[src/rtl/hex_display_scan_if.sv]
// Pin bundle between the status datapath and the seven-segment scanner.
// master drives value/dp/digit_en/load; slave returns busy and the pin outputs.
interface hex_display_scan_if #(
    parameter int NUM_DIGITS = 4
);
    logic [4*NUM_DIGITS-1:0] value;
    logic [NUM_DIGITS-1:0]   dp;
    logic [NUM_DIGITS-1:0]   digit_en;
    logic                    load;
    logic                    busy;
    logic                    frame_tick;
    logic [NUM_DIGITS-1:0]   anode;
    logic [7:0]              cathode;

    modport master (
        output value, dp, digit_en, load,
        input  busy, frame_tick, anode, cathode
    );

    modport slave (
        input  value, dp, digit_en, load,
        output busy, frame_tick, anode, cathode
    );
endinterface

[src/rtl/hex_display_scan.sv]
// Time-multiplexed hex driver for common-anode seven-segment displays.
// Optional LEADING_ZERO_BLANK_EN darkens enabled leading zero digits.
module hex_display_scan #(
    parameter int NUM_DIGITS   = 4,
    parameter int SCAN_DIV     = 100000,
    parameter int BLANK_CYCLES = 16
) (
    input logic               clk,
    input logic               rst_n,
    hex_display_scan_if.slave bus
);
    localparam int PW = $clog2(SCAN_DIV);
    localparam int IW = (NUM_DIGITS > 1) ? $clog2(NUM_DIGITS) : 1;
    localparam int VW = 4 * NUM_DIGITS;

    logic [PW-1:0]         presc_q, presc_d;
    logic [IW-1:0]         idx_q, idx_d;
    logic                  slot_end, wrap;
    logic [VW-1:0]         pend_val_q, shad_val_q;
    logic [NUM_DIGITS-1:0] pend_dp_q, pend_en_q;
    logic [NUM_DIGITS-1:0] shad_dp_q, shad_en_q;
    logic                  busy_q, tick_q;
    logic [NUM_DIGITS-1:0] anode_q, anode_d;
    logic [7:0]            cath_q, cath_d;
    logic [NUM_DIGITS-1:0] dark;
    logic [3:0]            nib;

    function automatic logic [7:0] glyph(input logic [3:0] n);
        logic [7:0] g;
        case (n)
            4'h0: g = 8'hC0;
            4'h1: g = 8'hF9;
            4'h2: g = 8'hA4;
            4'h3: g = 8'hB0;
            4'h4: g = 8'h99;
            4'h5: g = 8'h92;
            4'h6: g = 8'h82;
            4'h7: g = 8'hF8;
            4'h8: g = 8'h80;
            4'h9: g = 8'h90;
            4'hA: g = 8'h88;
            4'hB: g = 8'h83;
            4'hC: g = 8'hA7;
            4'hD: g = 8'hA1;
            4'hE: g = 8'h86;
            default: g = 8'h8E;
        endcase
        return g;
    endfunction

    assign slot_end = (presc_q == PW'(SCAN_DIV - 1));
    assign wrap     = slot_end && (idx_q == IW'(NUM_DIGITS - 1));

    // Next prescaler and digit index; index wraps at the last digit.
    always_comb begin
        presc_d = slot_end ? '0 : presc_q + PW'(1);
        idx_d   = idx_q;
        if (slot_end) begin
            idx_d = (idx_q == IW'(NUM_DIGITS - 1)) ? '0 : idx_q + IW'(1);
        end
    end

    // Scan position state.
    always_ff @(posedge clk or negedge rst_n) begin
        if (!rst_n) begin
            presc_q <= '0;
            idx_q   <= '0;
        end else begin
            presc_q <= presc_d;
            idx_q   <= idx_d;
        end
    end

    // Capture path: pending buffer, promoted to shadow only at frame wrap.
    always_ff @(posedge clk or negedge rst_n) begin
        if (!rst_n) begin
            pend_val_q <= '0;
            pend_dp_q  <= '0;
            pend_en_q  <= '0;
            shad_val_q <= '0;
            shad_dp_q  <= '0;
            shad_en_q  <= '0;
            busy_q     <= 1'b0;
        end else if (wrap) begin
            busy_q <= 1'b0;
            if (bus.load) begin
                shad_val_q <= bus.value;
                shad_dp_q  <= bus.dp;
                shad_en_q  <= bus.digit_en;
            end else if (busy_q) begin
                shad_val_q <= pend_val_q;
                shad_dp_q  <= pend_dp_q;
                shad_en_q  <= pend_en_q;
            end
        end else if (bus.load) begin
            pend_val_q <= bus.value;
            pend_dp_q  <= bus.dp;
            pend_en_q  <= bus.digit_en;
            busy_q     <= 1'b1;
        end
    end

`ifdef LEADING_ZERO_BLANK_EN
    logic seen;

    // Dark mask for zero digits above the highest nonzero enabled digit.
    always_comb begin
        dark = '0;
        seen = 1'b0;
        for (int i = NUM_DIGITS - 1; i > 0; i--) begin
            if (shad_en_q[i] && shad_val_q[4*i +: 4] != 4'h0) begin
                seen = 1'b1;
            end
            dark[i] = !seen && (shad_val_q[4*i +: 4] == 4'h0) && !shad_dp_q[i];
        end
    end
`else
    assign dark = '0;
`endif

    assign nib = shad_val_q[{idx_q, 2'b00} +: 4];

    // Pin pattern for the current slot: dead time, disabled or lit digit.
    always_comb begin
        anode_d = '1;
        cath_d  = 8'hFF;
        if (presc_q >= PW'(BLANK_CYCLES) && shad_en_q[idx_q] && !dark[idx_q]) begin
            anode_d[idx_q] = 1'b0;
            cath_d         = glyph(nib);
            if (shad_dp_q[idx_q]) begin
                cath_d[7] = 1'b0;
            end
        end
    end

    // Registered pin outputs and frame pulse, dark while in reset.
    always_ff @(posedge clk or negedge rst_n) begin
        if (!rst_n) begin
            anode_q <= '1;
            cath_q  <= 8'hFF;
            tick_q  <= 1'b0;
        end else begin
            anode_q <= anode_d;
            cath_q  <= cath_d;
            tick_q  <= wrap;
        end
    end

    assign bus.busy       = busy_q;
    assign bus.frame_tick = tick_q;
    assign bus.anode      = anode_q;
    assign bus.cathode    = cath_q;
endmodule

[src/flat_wrapper.sv]
// flat-port wrapper written by rule: the top's interface ports become plain ports
module hex_display_scan_flat 
#(
    parameter int NUM_DIGITS   = 4,
    parameter int SCAN_DIV     = 100000,
    parameter int BLANK_CYCLES = 16
)
  (clk, rst_n, bus_value, bus_dp, bus_digit_en, bus_load, bus_busy, bus_frame_tick, bus_anode, bus_cathode);
  hex_display_scan_if #(.NUM_DIGITS(NUM_DIGITS)) bus_i ();
  input logic clk;
  input logic rst_n;
  input wire logic [$bits(bus_i.value)-1:0] bus_value;
  input wire logic [$bits(bus_i.dp)-1:0] bus_dp;
  input wire logic [$bits(bus_i.digit_en)-1:0] bus_digit_en;
  input wire logic [$bits(bus_i.load)-1:0] bus_load;
  output wire logic [$bits(bus_i.busy)-1:0] bus_busy;
  output wire logic [$bits(bus_i.frame_tick)-1:0] bus_frame_tick;
  output wire logic [$bits(bus_i.anode)-1:0] bus_anode;
  output wire logic [$bits(bus_i.cathode)-1:0] bus_cathode;
  assign bus_i.value = bus_value;
  assign bus_i.dp = bus_dp;
  assign bus_i.digit_en = bus_digit_en;
  assign bus_i.load = bus_load;
  assign bus_busy = bus_i.busy;
  assign bus_frame_tick = bus_i.frame_tick;
  assign bus_anode = bus_i.anode;
  assign bus_cathode = bus_i.cathode;
  hex_display_scan #(.NUM_DIGITS(NUM_DIGITS), .SCAN_DIV(SCAN_DIV), .BLANK_CYCLES(BLANK_CYCLES)) u_core (.clk(clk), .rst_n(rst_n), .bus(bus_i));
endmodule
[config.mk]
export PLATFORM = sky130hd
export DESIGN_NAME = hex_display_scan_flat
export DESIGN_NICKNAME = d
export VERILOG_FILES = /design/src/rtl/hex_display_scan_if.sv /design/src/rtl/hex_display_scan.sv /design/src/flat_wrapper.sv
export SDC_FILE = /design/constraint.sdc
export NUM_CORES = 1
export LEC_CHECK = 0
export BUFFER_PORTS_ARGS = -buffer_cell sky130_fd_sc_hd__buf_2
export CORE_AREA = 5 5 93 95
export DETAILED_ROUTE_END_ITERATION = 16
export DIE_AREA = 0 0 98 100
export PLACE_DENSITY = 0.71
export REMOVE_ABC_BUFFERS = 1
export SLEW_MARGIN = 20
export SYNTH_ARGS = -nofsm -noshare
export SYNTH_HDL_FRONTEND = slang
export SYNTH_SLANG_ARGS = --single-unit
[constraint.sdc]
create_clock -name clk -period 2.01 [get_ports clk]
set_clock_uncertainty 0.05 [all_clocks]
set_input_delay 0.1005 -clock clk [delete_from_list [all_inputs] [get_ports clk]]
set_output_delay 0.1005 -clock clk [all_outputs]
set_load 0.03 [all_outputs]
* After elaboration in Yosys (flattened, before gate mapping)
Memories as Yosys holds them, arrays and structs flattened.
Index checks and enable logic that the tools add are counted.
** Word-level totals
- Output and inout port bits :: 14
- Register bits after elaboration :: 81
- ROM bits :: 112
- Memories kept :: 1
- Input port bits :: 27
- Logic and storage cells :: 53
** Cells by class
- Reduce and logical (&&, ||, !) cells :: 9
- Bitwise logic cells :: 2
- Multiplexer cells :: 21
- Add/sub/neg operators :: 2
- Shift-type cells :: 1
- Equality and inequality tests :: 2
- Order comparisons :: 3
** Memory list
- (name not given) :: depth 16, width 7, read ports 1, clocked after memory_dff 0, wr ports 0, RTL line hex_display_scan.sv:30 : case (n)
** Operators with widths (number)
- 16-bit 2-to-1 mux :: 2
- 4-bit 2-to-1 mux :: 5
- 17-bit by 1-bit adder with 17-bit output, second input constant :: 1
- 17-bit equality test, second input constant :: 1
- 17-bit by 5-bit greater-or-equal comparator with 1-bit output, second input constant :: 1
- 17-bit 2-to-1 mux :: 1
- 16-bit by 5-bit indexed part select with 4-bit output :: 1
- 8-bit 2-to-1 mux :: 1
- 1-bit 2-to-1 mux :: 7
- 1-bit binary-select mux with 2-bit select :: 3
- 1-bit logical AND :: 4
- 4-bit NOT :: 1
- 2-bit AND reduction :: 2
- 2-bit nonzero test :: 2
- 2-bit by 3-bit < comparator with 1-bit output, second input constant :: 1
- 2-bit by 1-bit adder with 2-bit output, second input constant :: 1
- 1-bit demux with 2-bit select :: 1
- 2-bit equality test, second input constant :: 1
- 2-bit by 1-bit greater-or-equal comparator with 1-bit output, second input constant :: 1
- 2-bit 2-to-1 mux :: 1
- 1-bit logical NOT :: 1
- 1-bit NOT :: 1

* Logic depth before layout (Yosys ltp)
Gate-level depths: netlist (run 1).
- Depth after elaboration :: 6
- Depth in mapped cells :: 8
- Mapped depth without buffers :: 7

* Least setup slack after synthesis (run 1)
No wires, ideal clock.
- Path type :: reg2reg
- From :: register u_core.idx_q[0]
- To :: register u_core.cath_q[3], in the netlist u_core.bus.cathode[3]
- Library setup time :: 0.062 ns
- Slack :: -0.051 ns
- Stages on the path, launching flop included :: 9
- Arrival :: 1.949 ns
- Required time :: 1.898 ns
- Path buffers :: 1
- Cells stage by stage :: dfrtp_1 > buf_2 > mux4_2 > inv_1 > ha_1 > nand2_1 > o21ai_0 > mux2_2 > nand2_1
** Between the ends
- Word-level cells in the longest chain between the ends :: 5
** Ends and longest elaborated chain
- from (decl) :: RTL line hex_display_scan.sv:17 : logic [IW-1:0] idx_q, idx_d;
- from (signal assigned) :: RTL line hex_display_scan.sv:70 : idx_q <= idx_d;
- parallel branches: the longest is 4 deep, another holds memory read 16 x 7 bit
- 8-bit 2-to-1 mux (*) :: RTL line hex_display_scan.sv:127 : if (presc_q >= PW'(BLANK_CYCLES) && shad_en_q[idx_q] && !dark[idx_q]) begin
- via u_core.cath_d[3] :: RTL line hex_display_scan.sv:24 : logic [7:0] cath_q, cath_d;
- to (signal assigned) :: RTL line hex_display_scan.sv:144 : cath_q <= cath_d;
- to (decl) :: RTL line hex_display_scan.sv:24
Mark *: on every way through the listed nets, which the timed path passes. The select of a mux whose other input is x is not followed.
A chain may end at the register's enable or synchronous reset.

* Worst setup path after layout (run 1)
- From :: register u_core.presc_q[1]
- To :: register u_core.shad_en_q[1]
** Between the ends
- Word-level cells in the longest chain between the ends :: 3
** Ends and longest elaborated chain
- from (decl) :: RTL line hex_display_scan.sv:16 : logic [PW-1:0] presc_q, presc_d;
- from (signal assigned) :: RTL line hex_display_scan.sv:69 : presc_q <= presc_d;
- 17-bit equality test :: RTL line hex_display_scan.sv:51 : assign slot_end = (presc_q == PW'(SCAN_DIV - 1));
- 1-bit logical AND :: RTL line hex_display_scan.sv:52 : assign wrap = slot_end && (idx_q == IW'(NUM_DIGITS - 1));
- 2-bit AND reduction (no source line)
- to (signal assigned) :: RTL line hex_display_scan.sv:89 : shad_en_q <= bus.digit_en;
- to (signal assigned) :: RTL line hex_display_scan.sv:93 : shad_en_q <= pend_en_q;
- to (decl) :: RTL line hex_display_scan.sv:21 : logic [NUM_DIGITS-1:0] shad_dp_q, shad_en_q;
Every way passes these cells.

==> results_tabular.tex, run 1 <==
\begin{tabular}{lr}
\hline
Metric & Value \\
\hline
\multicolumn{2}{l}{\textbf{Timing}} \\
\quad Timing-limited maximum frequency & around 520 MHz \\
\quad Final Hold Vio Count & 0 \\
\quad Post-route clock period utilization & 0.957 \\
\quad Final max-slew violation count & 0 \\
\quad Transition time at the pin with the least slew margin & $\sim$0.45 ns \\
\quad Final setup violation count & 0 \\
\quad Min cycle time layout & 1.92 ns \\
\quad RSZ-0062 raised after global routing & true \\
\quad Worst relative slew slack & 0.698 \\
\multicolumn{2}{l}{\textbf{Hold path}} \\
\quad Worst Hold Class & input pin to flip-flop \\
\quad Worst hold stages & 2 \\
\multicolumn{2}{l}{\textbf{Route}} \\
\quad Antenna Violating Nets Remaining & 0 \\
\quad Routed length per instance & 14.8 um \\
\quad Detail-routed via count per cell & around 5.3 \\
\quad Sum of routed wire length over all layers & 8300 um \\
\quad First-pass iteration count of the detailed router & 4 \\
\quad Vias after detailed routing & just under 3000 \\
\quad Residual DRC count & 0 \\
\quad Detailed router's first-iteration violation count & 135 \\
\multicolumn{2}{l}{\textbf{Power and ir drop}} \\
\quad Ratio of total power to cell area & $\sim$700 nW/um\^{}2 \\
\quad Leakage & around 2.3 nW \\
\quad Worst VDD drop & between 300 and 400 uV \\
\quad Post-layout total power & between 3 and 4 mW \\
\multicolumn{2}{l}{\textbf{Die}} \\
\quad Die width & about 100 um \\
\quad Core Area & roughly 7600 sq um \\
\quad IO Pins & around 40 \\
\quad Area of the die & approximately 9800 sq um \\
\quad Die Height & $\sim$100 um \\
\quad Initial Util & 0.519 \\
\quad Placement row count & 32 \\
\multicolumn{2}{l}{\textbf{Synth}} \\
\quad Count of flip-flops with a built-in enable after synthesis & 0 \\
\quad Cell area after synthesis & 3970 sq um \\
\quad Netlist cell types & between 40 and 50 \\
\quad Main area contributors after synthesis & dfrtp\_1 44\%, dfstp\_2 7.9\%, mux2\_4 6.8\%, ha\_1 3.8\%, nand3\_1 3.7\% \\
\quad Cell with the most instances after synthesis & dfrtp\_1 \\
\quad Number of warnings printed during yosys synthesis & 0 \\
\quad Post-synthesis cell count & between 300 and 400 \\
\quad Share of flip-flops with an asynchronous set or reset after synthesis & 1.00 \\
\quad Top\_reg\_cell synth & dfrtp\_1 \\
\quad Top post-synthesis cells by count & 69 x dfrtp\_1, 37 x nor2\_1, 33 x inv\_1 \\
\quad Average size of a mapped cell & between 10 and 15 sq um \\
\quad Number of synthesized register bits & 81 \\
\quad Yosys top cell by area & dfrtp\_1 \\
\quad Sequential element share of the synthesized area & 0.515 \\
\quad Top cell type's share of synthesized area & 0.435 \\
\multicolumn{2}{l}{\textbf{Layout}} \\
\quad Core Util, Final & 0.647 \\
\quad Antenna Cells & 0 \\
\quad Multi-input logic area & between 1500 and 2000 sq um \\
\quad Ratio of cells with drive above 1 in the final layout & 0.296 \\
\quad Number of filler instances in the final layout & 589 \\
\quad Synthesis-to-layout area growth & 24.7\% \\
\quad Net count, final & 493 \\
\quad Sequential Area & 2040 sq um \\
\multicolumn{2}{l}{\textbf{Clock network}} \\
\quad Total number of clock tree sinks & a little over 80 \\
\quad Clock Tree Root & clkbuf\_8 \\
\quad TritonCTS clock tree & built \\
\quad Clock Latency Late Sink & roughly 0.37 ns \\
\quad Maximum root-to-sink buffer count & 2 \\
\quad Cts bufs inserted & 9 \\
\quad H-Tree Depth & 3 \\
\quad Clock transition at the register clock pins on the worst setup and hold paths after CTS & 0.09 ns \\
\multicolumn{2}{l}{\textbf{Critical path}} \\
\quad Count of buffering cells on the critical path with inverters included & 2 \\
\quad Arrival time worst endpoint & 2.17 ns \\
\quad Top Family by Delay on Critical Path & simple AND/OR/NAND/NOR gates \\
\quad Cell depth of the worst flop-to-flop path & 8 \\
\quad Path length in cells of the critical path & 8 \\
\quad Largest stage delay on the critical path & between 0.3 and 0.4 ns \\
\quad Slowest cell on crit path & nor4\_4 \\
\quad Kind of critical path & flip-flop to flip-flop \\
\quad Data required, critical path & between 2 and 2.5 ns \\
\quad Critical Path Sink Type & flip-flop \\
\quad Critical path, cell by cell & ha\_2 -> and3\_4 -> nand4\_4 -> buf\_6 -> nor4\_4 -> buf\_4 -> nor2\_1 -> a21oi\_1 \\
\quad Critical Path Start Type & flip-flop \\
\quad CP Max Fanout & 6 \\
\multicolumn{2}{l}{\textbf{Global route}} \\
\quad Vias in the first global route & 3018 \\
\quad Largest net degree at the start of global routing & 48 \\
\quad Final global-route overflow total & 0 \\
\quad Antenna violations before repair & 0 \\
\quad Global-route wire length before repair & approximately 14000 um \\
\quad Combined global-route utilization of all metal layers & 0.179 \\
\multicolumn{2}{l}{\textbf{Run status}} \\
\quad Status & completed \\
\multicolumn{2}{l}{\textbf{Placed design}} \\
\quad Placer congestion estimate & around 0.8 \\
\quad Dpl hpwl & 5410 um \\
\quad Number of input and output port buffers inserted & 40 \\
\multicolumn{2}{l}{\textbf{Job}} \\
\quad Number of maximum-capacitance violations & 0 \\
\hline
\end{tabular}
[kinds of logic after synthesis]
kind of cell	after synthesis	synth area share
AND/OR/NAND/NOR	109	0.134
buffers and inverters	54	0.0562
adder cells (fa/ha/maj)	12	0.0379
AO/OA/AOI/OAI	69	0.102
multiplexers	32	0.125
XOR/XNOR	14	0.0309
flip-flops	81	0.515
[flip-flops by register name, indices dropped and copies added, names as in the netlist]
register,flops
u_core.shad_en_q,4
u_core.shad_dp_q,4
u_core.bus.busy,1
u_core.bus.frame_tick,1
u_core.shad_val_q,16
u_core.bus.cathode,8
u_core.pend_val_q,16
u_core.bus.anode,4
u_core.idx_q,2
u_core.pend_dp_q,4
u_core.pend_en_q,4
u_core.presc_q,17
[metrics by stage]
stage	hold slack [ns]	setup WS [ns]	instance area [sq um]	instances	TNS (ns)
floorplan	-0.245	-0.881	3870	350	-33.38
global placement	0.0327	0.104	4390	513	0
detailed placement	0.0317	0.0279	4390	513	0
CTS	0.0213	0.00309	4840	554	0
global route	0.0250	-0.0327	4950	561	-0.157
finish	0.0395	0.0868	4950	561	0
[layout by cell type, fill, tap and decap left out, drive strengths merged, types with 3 or more instances in the layout]
master       synthesis  layout
dfrtp               69      69
buf                  7      68
nor2                38      38
inv                 33      38
nand3               29      29
o21ai               27      27
dlygate4sd3          0      25
mux2                25      25
a21oi               22      22
nand2               20      20
dfstp               12      12
ha                  12      12
clkbuf              14       9
xnor2                8       8
xor2                 6       6
mux4                 6       6
and4                 4       4
o211ai               4       4
a31oi                4       4
nor2b                3       3
nand3b               3       3
o32a                 3       3
o22ai                3       3
nor3                 3       3
and3                 3       3
[worst paths after layout]
path | slack (ns) | to | from
max | 0.09 | u_core.shad_en_q[1] | u_core.presc_q[1]
min | 0.04 | u_core.shad_dp_q[1] | bus_load
max reg2reg | 0.09 | u_core.shad_en_q[1] | u_core.presc_q[1]
min reg2reg | 0.44 | u_core.pend_val_q[6] | u_core.pend_val_q[6]
max in group asynchronous | 1.14 | u_core.idx_q[0] | rst_n
min in group asynchronous | 0.18 | u_core.presc_q[9] | rst_n
[power breakdown]
| group | leakage (nW) | switching [mW] | internal, mW | total, mW |
|---|---|---|---|---|
| registers | 0.963 | 0.0400 | 1.72 | 1.76 |
| clock network | 0.106 | 0.647 | 0.598 | 1.24 |
| logic | 1.23 | 0.197 | 0.199 | 0.396 |
[layer usage]
layer | vias to the layer above | GRT usage | routed length [um]
met4 | 0 | 0.0532 | 99
met3 | 9 | 0.0479 | 395
met2 | 65 | 0.287 | 3940
met5 | - | 0 | 0
met1 | 1455 | 0.241 | 3860
li1 | 1444 | - | -
[area by class of cell]
type | count | area share
clock buffers | 9 | 0.0250
well taps | 102 | 0.0258
multi-input cells | 236 | 0.352
flip-flops and latches | 81 | 0.413
inverters | 33 | 0.0250
clock inverters | 7 | 0.0167
repair buffers | 93 | 0.142
[what timing repair did]
item | CTS | global route
hold buffers | 25 | 0
endpoints found under the setup margin | 0 | 26
hold endpoints to repair | 62 | 0
setup buffers | 0 | 5
resized for setup | 0 | 18
No activity file was read; power rests on OpenSTA's default activity.
==> inputs of run 2 (changes only) <==
--- a/config.mk
+++ b/config.mk
@@ -5,11 +5,12 @@
 export SDC_FILE = /design/constraint.sdc
 export NUM_CORES = 1
 export LEC_CHECK = 0
+export ABC_AREA = 1
 export BUFFER_PORTS_ARGS = -buffer_cell sky130_fd_sc_hd__buf_2
-export CORE_AREA = 5 5 93 95
+export CORE_AREA = 5 5 96 98
 export DETAILED_ROUTE_END_ITERATION = 16
-export DIE_AREA = 0 0 98 100
-export PLACE_DENSITY = 0.71
+export DIE_AREA = 0 0 101 103
+export PLACE_DENSITY = 0.72
 export REMOVE_ABC_BUFFERS = 1
 export SLEW_MARGIN = 20
 export SYNTH_ARGS = -nofsm -noshare
==> results_tabular.tex, run 2 <==
\begin{tabular}{lr}
\hline
Metric & Value \\
\hline
\multicolumn{2}{l}{\textbf{Synth}} \\
\quad Yosys top cell by area & dfrtp\_1 \\
\quad Main area contributors after synthesis & dfrtp\_1 40\%, nand2\_1 17\%, dfstp\_2 7.3\%, nand3\_1 6.5\%, inv\_1 5.3\% \\
\quad Combinational family with the most area after synthesis & simple AND/OR/NAND/NOR gates \\
\quad Top cell type's share of synthesized area & 0.399 \\
\quad Cell with the most instances after synthesis & nand2\_1 \\
\quad Xor and xnor area share after synthesis & 0.0142 \\
\quad Number of warnings printed during yosys synthesis & 0 \\
\quad Multiplexer share of the synthesized area & 0 \\
\quad Sequential element share of the synthesized area & 0.471 \\
\quad Netlist cell types & 32 \\
\quad Share of flip-flops with an asynchronous set or reset after synthesis & 1.00 \\
\quad Average size of a mapped cell & about 7.7 sq um \\
\quad Number of synthesized register bits & 81 \\
\quad Top post-synthesis cells by count & 198 x nand2\_1, 69 x dfrtp\_1, 61 x inv\_1 \\
\quad Post-synthesis cell count & approximately 570 \\
\quad Area fraction in compound gates after synthesis & 0.0474 \\
\quad Area share of and/or/nand/nor cells after synthesis & 0.342 \\
\quad Adder-cell share of the synthesized area & 0.0347 \\
\quad Cell area after synthesis & around 4300 sq um \\
\quad Count of flip-flops with a built-in enable after synthesis & 0 \\
\quad Top\_reg\_cell synth & dfrtp\_1 \\
\multicolumn{2}{l}{\textbf{Clock network}} \\
\quad Setup Fix Bufs, Post-CTS & 0 \\
\quad Total number of clock tree sinks & between 80 and 90 \\
\quad Clock Latency Late Sink & 0.35 ns \\
\quad TritonCTS clock tree & built \\
\quad H-Tree Depth & 3 \\
\quad Maximum root-to-sink buffer count & 2 \\
\quad Clock Tree Root & clkbuf\_8 \\
\quad Clock transition at the register clock pins on the worst setup and hold paths after CTS & 0.08 ns \\
\quad Cts bufs inserted & 9 \\
\multicolumn{2}{l}{\textbf{Route}} \\
\quad Vias after detailed routing & between 3000 and 4000 \\
\quad First-pass iteration count of the detailed router & 5 \\
\quad Detail-routed via count per cell & approximately 5.0 \\
\quad Detailed router's first-iteration violation count & approximately 170 \\
\quad Routed length per instance & between 10 and 15 um \\
\quad Antenna Violating Nets Remaining & 0 \\
\quad Sum of routed wire length over all layers & about 8900 um \\
\quad Residual DRC count & 0 \\
\multicolumn{2}{l}{\textbf{Power and ir drop}} \\
\quad Leakage & between 2 and 3 nW \\
\quad Ratio of total power to cell area & 608 nW/um\^{}2 \\
\quad Post-layout total power & between 3 and 4 mW \\
\quad Worst VDD drop & approximately 430 uV \\
\multicolumn{2}{l}{\textbf{Timing}} \\
\quad Min cycle time layout & 1.81 ns \\
\quad Worst relative slew slack & 0.698 \\
\quad RSZ-0062 raised after global routing & false \\
\quad Final max-slew violation count & 0 \\
\quad Timing-limited maximum frequency & about 550 MHz \\
\quad Final Hold Vio Count & 0 \\
\quad Transition time at the pin with the least slew margin & 0.453 ns \\
\quad Post-route clock period utilization & 0.899 \\
\quad Final setup violation count & 0 \\
\multicolumn{2}{l}{\textbf{Global route}} \\
\quad Largest net degree at the start of global routing & between 40 and 50 \\
\quad Combined global-route utilization of all metal layers & 0.188 \\
\quad Vias in the first global route & between 3000 and 4000 \\
\quad Global-route wire length before repair & $\sim$16000 um \\
\quad Final global-route overflow total & 0 \\
\quad Antenna violations before repair & 0 \\
\multicolumn{2}{l}{\textbf{Layout}} \\
\quad Ratio of cells with drive above 1 in the final layout & 0.150 \\
\quad Most used cells in the layout excluding fill and tap cells & 198 x nand2\_1, 68 x dfrtp\_1, 61 x inv\_1 \\
\quad Multi-input logic area & about 1900 sq um \\
\quad Core Util, Final & 0.606 \\
\quad Sequential Area & roughly 2000 sq um \\
\quad Number of flip-flops under the largest register name & 17 \\
\quad Largest registers in the final layout & u\_core.presc\_q: 17 flops, u\_core.pend\_val\_q: 16 flops, u\_core.shad\_val\_q: 16 flops \\
\quad Number of filler instances in the final layout & 723 \\
\quad Synthesis-to-layout area growth & 17.2\% \\
\quad Antenna Cells & 0 \\
\quad Net count, final & approximately 670 \\
\quad Leading cell type in the layout, fill and taps excluded & nand2\_1 \\
\quad Top register by number of flip-flops & u\_core.presc\_q \\
\multicolumn{2}{l}{\textbf{Critical path}} \\
\quad Critical Path Start Type & flip-flop \\
\quad Arrival time worst endpoint & between 2 and 2.5 ns \\
\quad Critical Path Sink Type & flip-flop \\
\quad Cell type with the highest occurrence count on the critical path & nand2\_1 \\
\quad Count of buffering cells on the critical path with inverters included & 2 \\
\quad CP Max Fanout & 10 \\
\quad Kind of critical path & flip-flop to flip-flop \\
\quad Data required, critical path & approximately 2.3 ns \\
\quad Critical path, cell by cell & clkinv\_1 -> nand3\_1 -> nand2\_1 -> inv\_1 -> ha\_1 -> nand2\_1 -> o21ai\_0 -> nand2\_1 -> nand2\_1 \\
\quad Slowest cell on crit path & dfrtp\_1 \\
\quad Top Family by Delay on Critical Path & flip-flops \\
\quad Largest stage delay on the critical path & approximately 0.55 ns \\
\multicolumn{2}{l}{\textbf{Die}} \\
\quad Core Area & approximately 8400 sq um \\
\quad IO Pins & 41 \\
\quad Die width & $\sim$100 um \\
\quad Placement row count & 34 \\
\quad Initial Util & 0.517 \\
\quad Die Height & just over 100 um \\
\quad Area of the die & 10400 sq um \\
\multicolumn{2}{l}{\textbf{Placed design}} \\
\quad Dpl hpwl & around 6400 um \\
\quad Number of input and output port buffers inserted & 40 \\
\quad Placer congestion estimate & $\sim$0.92 \\
\multicolumn{2}{l}{\textbf{Job}} \\
\quad Number of maximum-capacitance violations & 0 \\
\multicolumn{2}{l}{\textbf{Run status}} \\
\quad Status & completed \\
\multicolumn{2}{l}{\textbf{Hold path}} \\
\quad Worst Hold Class & input pin to flip-flop \\
\hline
\end{tabular}
## run 2: cell types whose count changed after synthesis, sizes merged, moves of 7 or more
| cell | delta |
|---|---|
| buf | +11 |
| nand3 | +30 |
| nand4 | +24 |
| inv | +30 |
| nand2 | +181 |
| a21oi | -21 |
| o21ai | +8 |
| xnor2 | -7 |
| mux2 | -25 |
## run 2: timing repair
item | in CTS | in global routing
setup endpoints to repair | 0 | 4
hold buffers | 25 | 0
gates resized for setup | 0 | 1
hold endpoints to repair | 53 | 0
## run 2: logic make-up (layout without fill, tap and decap cells)
family                     Yosys count  count (layout)
xor gates and xnor gates             7               7
DFF                                 81              81
AOI/OAI and AO/OA                   39              39
and+or+nand+nor                    336             336
buffers and inverters               90             158
adders and majority gates           12              12
## run 2: layout make-up
cell class | instances | area share
inverters | 64 | 0.0473
well taps | 108 | 0.0266
clock buffers | 10 | 0.0271
clock inverters | 6 | 0.0113
multi-input cells | 394 | 0.374
flip-flops and latches | 81 | 0.403
repair buffers | 78 | 0.111
## run 2: routing by layer
| layer | track usage | vias up | wire length, um |
|---|---|---|---|
| met1 | 0.252 | 1675 | 4240 |
| met3 | 0.0365 | 12 | 391 |
| met4 | 0.0634 | 0 | 128 |
| met2 | 0.308 | 77 | 4180 |
| met5 | 0 | - | 0 |
| li1 | - | 1907 | - |
## run 2: path summary, 6_finish.rpt
kind,startpoint,endpoint,cells past startpoint,slack (ns)
max,u_core.idx_q[1],u_core.bus.cathode[5],9,0.20
min,bus_load,u_core.pend_val_q[4],3,0.05
max reg2reg,u_core.idx_q[1],u_core.bus.cathode[5],9,0.20
min reg2reg,u_core.pend_val_q[3],u_core.pend_val_q[3],2,0.42
max in group asynchronous,rst_n,u_core.bus.cathode[7],3,1.08
min in group asynchronous,rst_n,u_core.presc_q[9],2,0.18
## run 2: metrics by stage
stage | setup WS, ns | std cells | cell area [sq um] | hold slack (ns) | setup TNS [ns]
floorplan | -0.0992 | 539 | 4180 | -0.245 | -2.38
finish | 0.204 | 741 | 5070 | 0.0526 | 0
global route | 0.0471 | 741 | 5070 | 0.0697 | 0
global placement | 0.283 | 700 | 4630 | 0.0409 | 0
detailed placement | 0.192 | 700 | 4630 | 0.0409 | 0
CTS | 0.171 | 741 | 5070 | 0.0405 | 0
## run 2: where the power goes
part | internal [mW] | total, mW | switching [mW] | leakage (nW)
combinational | 0.0999 | 0.223 | 0.123 | 1.50
clock | 0.599 | 1.17 | 0.569 | 0.102
sequential | 1.67 | 1.70 | 0.0233 | 1.03
total | 2.37 | 3.09 | 0.715 | 2.62
## run 2: tightest hold or removal path: stages
cell and delay (ns):
buf_2 0.17, nand3_1 0.10, nand2_1 0.05
